## src/rtl/sprite_eval_ctrl_if.sv

```systemverilog
// Sprite evaluation bus bundle.
// Purpose: groups the control, primary-OAM read and secondary-OAM write signals
// of sprite_eval_ctrl so the engine and its neighbours connect through one port.
// Signals:
//   Start, Scanline, Size16  - evaluation request and parameters (to engine)
//   OAM_Data                 - primary-OAM read data (to engine)
//   OAM_Addr                 - primary-OAM byte address (from engine)
//   SOAM_Addr/Data/WE        - secondary-OAM write port (from engine)
//   Busy, Done               - evaluation status (from engine)
//   Sprite_Count, Overflow, Sprite0_In - evaluation results (from engine)
interface sprite_eval_ctrl_if;
   logic       Start;
   logic [7:0] Scanline;
   logic       Size16;
   logic [7:0] OAM_Data;
   logic [7:0] OAM_Addr;
   logic [4:0] SOAM_Addr;
   logic [7:0] SOAM_Data;
   logic       SOAM_WE;
   logic       Busy;
   logic       Done;
   logic [3:0] Sprite_Count;
   logic       Overflow;
   logic       Sprite0_In;

   // Engine side
   modport slave (
      input  Start, Scanline, Size16, OAM_Data,
      output OAM_Addr, SOAM_Addr, SOAM_Data, SOAM_WE, Busy, Done,
             Sprite_Count, Overflow, Sprite0_In
   );

   // Controller / memory side
   modport master (
      output Start, Scanline, Size16, OAM_Data,
      input  OAM_Addr, SOAM_Addr, SOAM_Data, SOAM_WE, Busy, Done,
             Sprite_Count, Overflow, Sprite0_In
   );
endinterface

```

## src/rtl/sprite_eval_ctrl.sv

```systemverilog
// Per-scanline sprite evaluation engine.
// Purpose: on Start, clears the 32-byte secondary OAM, scans the 64 primary-OAM
// entries in order against the target scanline and copies the first 8 in-range
// sprites (4 bytes each) into secondary-OAM slots 0..7.
// Ports:
//   Clk      - system clock, rising edge
//   Reset_n  - asynchronous active-low reset
//   bus      - sprite_eval_ctrl_if.slave: request inputs, primary-OAM read,
//              secondary-OAM write port, status and result outputs
// Parameters:
//   CLEAR_VAL - byte written to every secondary-OAM location during clear
module sprite_eval_ctrl #(
   parameter logic [7:0] CLEAR_VAL = 8'hFF
) (
   input logic             Clk,
   input logic             Reset_n,
   sprite_eval_ctrl_if.slave bus
);

   localparam logic [2:0] ST_IDLE  = 3'd0;
   localparam logic [2:0] ST_CLEAR = 3'd1;
   localparam logic [2:0] ST_SCAN  = 3'd2;
   localparam logic [2:0] ST_COPY  = 3'd3;
   localparam logic [2:0] ST_DONE  = 3'd4;

   logic [2:0] r_state;
   logic [4:0] r_clr;    // clear address
   logic [5:0] r_n;      // primary-OAM sprite index
   logic [1:0] r_k;      // byte within sprite during copy
   logic [3:0] r_count;
   logic       r_ovf;
   logic       r_spr0;

   logic [8:0] w_diff;
   logic       w_in_range;
   logic       w_slots_full;

   // A borrow out of bit 8 means Y lies below the scanline: never in range.
   assign w_diff       = {1'b0, bus.Scanline} - {1'b0, bus.OAM_Data};
   assign w_in_range   = !w_diff[8] && (w_diff[7:0] < (bus.Size16 ? 8'd16 : 8'd8));
   assign w_slots_full = r_count[3];

   always_ff @(posedge Clk or negedge Reset_n) begin
      if (!Reset_n) begin
         r_state <= ST_IDLE;
         r_clr   <= '0;
         r_n     <= '0;
         r_k     <= '0;
         r_count <= '0;
         r_ovf   <= 1'b0;
         r_spr0  <= 1'b0;
      end else begin
         case (r_state)
            ST_IDLE: begin
               r_clr <= '0;
               r_n   <= '0;
               r_k   <= '0;
               // Results are held here until a new run is actually accepted.
               if (bus.Start) begin
                  r_state <= ST_CLEAR;
                  r_count <= '0;
                  r_ovf   <= 1'b0;
                  r_spr0  <= 1'b0;
               end
            end
            ST_CLEAR: begin
               r_clr <= r_clr + 5'd1;
               if (r_clr == 5'd31) begin
                  r_state <= ST_SCAN;
                  r_n     <= '0;
               end
            end
            ST_SCAN: begin
               if (w_in_range) begin
                  if (!w_slots_full) begin
                     r_k     <= 2'd1;
                     r_state <= ST_COPY;
                     if (r_n == 6'd0) begin
                        r_spr0 <= 1'b1;
                     end
                  end else begin
                     r_ovf   <= 1'b1;
                     r_state <= ST_DONE;
                  end
               end else if (r_n == 6'd63) begin
                  r_state <= ST_DONE;
               end else begin
                  r_n <= r_n + 6'd1;
               end
            end
            ST_COPY: begin
               r_k <= r_k + 2'd1;
               if (r_k == 2'd3) begin
                  r_count <= r_count + 4'd1;
                  if (r_n == 6'd63) begin
                     r_state <= ST_DONE;
                  end else begin
                     r_n     <= r_n + 6'd1;
                     r_state <= ST_SCAN;
                  end
               end
            end
            ST_DONE: begin
               r_state <= ST_IDLE;
            end
            default: begin
               r_state <= ST_IDLE;
            end
         endcase
      end
   end

   // Address/data are driven to zero whenever no access is in progress.
   always_comb begin
      bus.OAM_Addr  = 8'd0;
      bus.SOAM_Addr = 5'd0;
      bus.SOAM_Data = 8'd0;
      bus.SOAM_WE   = 1'b0;
      case (r_state)
         ST_CLEAR: begin
            bus.SOAM_WE   = 1'b1;
            bus.SOAM_Addr = r_clr;
            bus.SOAM_Data = CLEAR_VAL;
         end
         ST_SCAN: begin
            bus.OAM_Addr = {r_n, 2'b00};
            if (w_in_range && !w_slots_full) begin
               bus.SOAM_WE   = 1'b1;
               bus.SOAM_Addr = {r_count[2:0], 2'b00};
               bus.SOAM_Data = bus.OAM_Data;
            end
         end
         ST_COPY: begin
            bus.OAM_Addr  = {r_n, r_k};
            bus.SOAM_WE   = 1'b1;
            bus.SOAM_Addr = {r_count[2:0], r_k};
            bus.SOAM_Data = bus.OAM_Data;
         end
         default: begin
         end
      endcase
   end

   assign bus.Busy         = (r_state == ST_CLEAR) || (r_state == ST_SCAN) ||
                             (r_state == ST_COPY);
   assign bus.Done         = (r_state == ST_DONE);
   assign bus.Sprite_Count = r_count;
   assign bus.Overflow     = r_ovf;
   assign bus.Sprite0_In   = r_spr0;

endmodule

```

## src/flat_wrapper.sv

```systemverilog
// flat-port wrapper written by rule: the top's interface ports become plain ports
module sprite_eval_ctrl_flat 
#(
   parameter logic [7:0] CLEAR_VAL = 8'hFF
)
  (Clk, Reset_n, bus_Start, bus_Scanline, bus_Size16, bus_OAM_Data, bus_OAM_Addr, bus_SOAM_Addr, bus_SOAM_Data, bus_SOAM_WE, bus_Busy, bus_Done, bus_Sprite_Count, bus_Overflow, bus_Sprite0_In);
  sprite_eval_ctrl_if bus_i ();
  input logic Clk;
  input logic Reset_n;
  input wire logic [$bits(bus_i.Start)-1:0] bus_Start;
  input wire logic [$bits(bus_i.Scanline)-1:0] bus_Scanline;
  input wire logic [$bits(bus_i.Size16)-1:0] bus_Size16;
  input wire logic [$bits(bus_i.OAM_Data)-1:0] bus_OAM_Data;
  output wire logic [$bits(bus_i.OAM_Addr)-1:0] bus_OAM_Addr;
  output wire logic [$bits(bus_i.SOAM_Addr)-1:0] bus_SOAM_Addr;
  output wire logic [$bits(bus_i.SOAM_Data)-1:0] bus_SOAM_Data;
  output wire logic [$bits(bus_i.SOAM_WE)-1:0] bus_SOAM_WE;
  output wire logic [$bits(bus_i.Busy)-1:0] bus_Busy;
  output wire logic [$bits(bus_i.Done)-1:0] bus_Done;
  output wire logic [$bits(bus_i.Sprite_Count)-1:0] bus_Sprite_Count;
  output wire logic [$bits(bus_i.Overflow)-1:0] bus_Overflow;
  output wire logic [$bits(bus_i.Sprite0_In)-1:0] bus_Sprite0_In;
  assign bus_i.Start = bus_Start;
  assign bus_i.Scanline = bus_Scanline;
  assign bus_i.Size16 = bus_Size16;
  assign bus_i.OAM_Data = bus_OAM_Data;
  assign bus_OAM_Addr = bus_i.OAM_Addr;
  assign bus_SOAM_Addr = bus_i.SOAM_Addr;
  assign bus_SOAM_Data = bus_i.SOAM_Data;
  assign bus_SOAM_WE = bus_i.SOAM_WE;
  assign bus_Busy = bus_i.Busy;
  assign bus_Done = bus_i.Done;
  assign bus_Sprite_Count = bus_i.Sprite_Count;
  assign bus_Overflow = bus_i.Overflow;
  assign bus_Sprite0_In = bus_i.Sprite0_In;
  sprite_eval_ctrl #(.CLEAR_VAL(CLEAR_VAL)) u_core (.Clk(Clk), .Reset_n(Reset_n), .bus(bus_i));
endmodule
```

## config.mk

```make
export PLATFORM = sky130hd
export DESIGN_NAME = sprite_eval_ctrl_flat
export DESIGN_NICKNAME = d
export VERILOG_FILES = /design/src/rtl/sprite_eval_ctrl_if.sv /design/src/rtl/sprite_eval_ctrl.sv /design/src/flat_wrapper.sv
export SDC_FILE = /design/constraint.sdc
export NUM_CORES = 1
export LEC_CHECK = 0
export ABC_AREA = 1
export ABC_CLOCK_PERIOD_IN_PS = 2850
export BUFFER_PORTS_ARGS = -buffer_cell sky130_fd_sc_hd__buf_4
export CORE_UTILIZATION = 53
export CTS_CLUSTER_SIZE = 12
export DETAILED_ROUTE_END_ITERATION = 7
export PLACE_DENSITY = 0.85
export SLEW_MARGIN = 20
export SYNTH_ARGS = -nofsm -noshare
export SYNTH_HDL_FRONTEND = slang
export SYNTH_SLANG_ARGS = --single-unit
```

## constraint.sdc

```tcl
create_clock -name Clk -period 2.85 [get_ports Clk]
set_clock_uncertainty 0.15 [all_clocks]
set_input_delay 0.285 -clock Clk [delete_from_list [all_inputs] [get_ports Clk]]
set_output_delay 0.285 -clock Clk [all_outputs]
set_load 0.01 [all_outputs]
```

==> results.ini <==
[clock_tree]
root_buffer=clkbuf_4
insertion_delay_ns=0.30
htreeDepth=1
tritoncts=built
clkTransAtPathRegs_ns=0.12
cts_buffers=3
cts_sinks=22
cts_buffer_depth=2

[die]
start_util=0.558
die_w_um=61.7
num_io_pins=50
std_cell_rows=21
coreArea_um2=3390
die_h_um=61.7
die_area_um2=3810

[grt]
grt_usage=0.243
antenna_found_initial=0
grt_pass1_vias=1658
grt_max_degree=23
grt_pass1_wl_mm=6.93
grt-ovfl-total=0

[sta]
hold_viol_final=0
setup_viol=0
min_period_over_period=0.950
relSlewSlack=0.748
fmax_mhz=369
layout_min_cycle_time_ns=2.71
fin_tns_setup_ns=0
tightest_slew_ns=0.378
drv_slew=0

[place]
hpwl_mm=3.37
gp_congestion=0.929
portBuffers=49
dp_cells=371

[worst_setup_path]
arrival_ns=2.27
crit_required_ns=2.41
path_class=in2out
critPathMaxFanout=11
setup.worst_path.start_class=primary input
endpoint_kind=output pin

[logic_synthesis]
synthCells=277
synth_area_leaders=dfrtp_1, nand2_1, ha_1
ys.flop_type=dfrtp_1
synth_warnings=0
avgSynthCellArea_um2=6.83
ys_ff_latch=22
synth_edf_count=0
synth_top_area_cell=dfrtp_1
synth.top_cell.area_share=0.291
ys_seq_area_frac=0.291
syn_nets=311
yosysUniqueCellTypes=35
async_reset_ff_frac=1.00
synth.cell_area_um2=1890

[power]
peakVddDrop_mv=0.562
p_leak_nw=1.32
power.total_mw=1.92
powerDensity_nw_per_um2=793

[layout]
nets=367
n_antenna_cell=0
drive_gt1_frac=0.265
fin_cells=378
fill_cells=281
syn_to_final_growth_pct=27.9
utilization=0.714
final_common_cell=nand2_1
mostFrequentLayoutCells=nand2_1, buf_4, inv_1

[job]
max_cap_viol_count=0

[drt]
top_layer_used=met4
met1Wirelength_mm=1.91
routed_wl_mm=4.39
post_drt_via_cell_ratio=5.12
drt_iter0_markers=144
dr.pass1.iters=4
wl_met2_mm=2.22
wl_per_cell_um=11.6
ant_nets=0
wl_met3_um=231
drc=0
vias=1937

[worst_hold_path]
hold_path_class=in2async

[status]
status=complete, no violations

state kept, by name, summed over array words and instances, names as in the netlist:
signal / flops
u_core.r_clr: 5
u_core.bus.Sprite_Count: 4
u_core.bus.Overflow: 1
u_core.r_state: 3
u_core.r_k: 2
u_core.r_n: 6
u_core.bus.Sprite0_In: 1
layout make-up:
type	instances	area, um2	area share
Clock buffer	4	36.3	0.0150
Inverter	55	209	0.0864
Multi-Input combinational cell	195	1140	0.471
Sequential cell	22	551	0.228
Tap cell	46	57.6	0.0238
Timing Repair Buffer	56	427	0.176
kinds of logic after synthesis:
kind of cell | after synthesis | synth area share
flops | 22 | 0.291
compound gates | 42 | 0.142
fa+ha+maj | 14 | 0.0927
simple gates | 132 | 0.312
xor+xnor | 6 | 0.0278
buf+inv | 60 | 0.128
mux | 1 | 0.00596
critical path: stages:
cell and delay, ns:
buf_4 0.11, inv_1 0.10, ha_4 0.22, nand2_1 0.07, nand2_1 0.07, inv_1 0.06, nand2_1 0.07, xor2_1 0.15
ha_1 0.28, nand2_1 0.07, nand2_1 0.08, nor2_4 0.13, nand4_1 0.10, buf_6 0.16, nand2_1 0.08, o21a_1 0.12
buf_4 0.11
stage by stage:
stage          hold WS, ns  area [um2]  setup WS [ns]
2_1_floorplan       -0.161        1890          0.340
3_3_place_gp        0.0426        2310          0.156
3_5_place_dp        0.0380        2310         0.0760
4_1_cts              0.244        2360         0.0729
5_1_grt              0.266        2420        -0.0436
6_report             0.254        2420          0.143
path summary, 6_finish.rpt:
kind,startpoint,cells after the start,endpoint,slack (ns)
setup reg to reg,u_core.r_state[2],9,u_core.r_n[3],0.72
hold reg to reg,u_core.r_clr[3],1,u_core.r_clr[3],0.36
setup / recovery,bus_OAM_Data[3],17,bus_SOAM_Data[0],0.14
max in group asynchronous,Reset_n,2,u_core.bus.Sprite_Count[3],2.07
min in group Clk,bus_Start,5,u_core.bus.Sprite0_In,0.25
hold / removal,Reset_n,2,u_core.bus.Sprite_Count[0],0.25
cells in the mapped netlist (2+ instances only):
cell	n
buf_2	2
a21oi_1	4
nor3_1	6
xor2_1	5
o21ai_0	8
inv_2	9
o21ai_1	11
dfrtp_1	22
a21oi_2	2
ha_1	14
a22oi_1	7
nand2_1	76
inv_1	45
nand3_1	18
nand4_1	5
nor2_1	16
o22ai_1	3
nor2_2	7
metal layers:
layer	track usage	vias to the layer above
met5	0	-
met4	0.0794	0
met3	0.0248	4
met2	0.432	58
met1	0.311	880
li1	-	995
power by group:
part / internal (mW) / leakage, nW / switching, mW
Clock: 0.0779 / 0.0210 / 0.0904
Sequential: 0.391 / 0.297 / 0.0911
Combinational: 0.502 / 1.00 / 0.766
repair_timing:
| item | in CTS | in global routing |
|---|---|---|
| gates resized for setup | 0 | 6 |
| hold buffers | 1 | 0 |
| buffers inserted | 0 | 2 |
| hold endpoints to repair | 22 | 0 |
| endpoints found under the setup margin | 0 | 12 |
No activity file was read; power rests on OpenSTA's default activity.
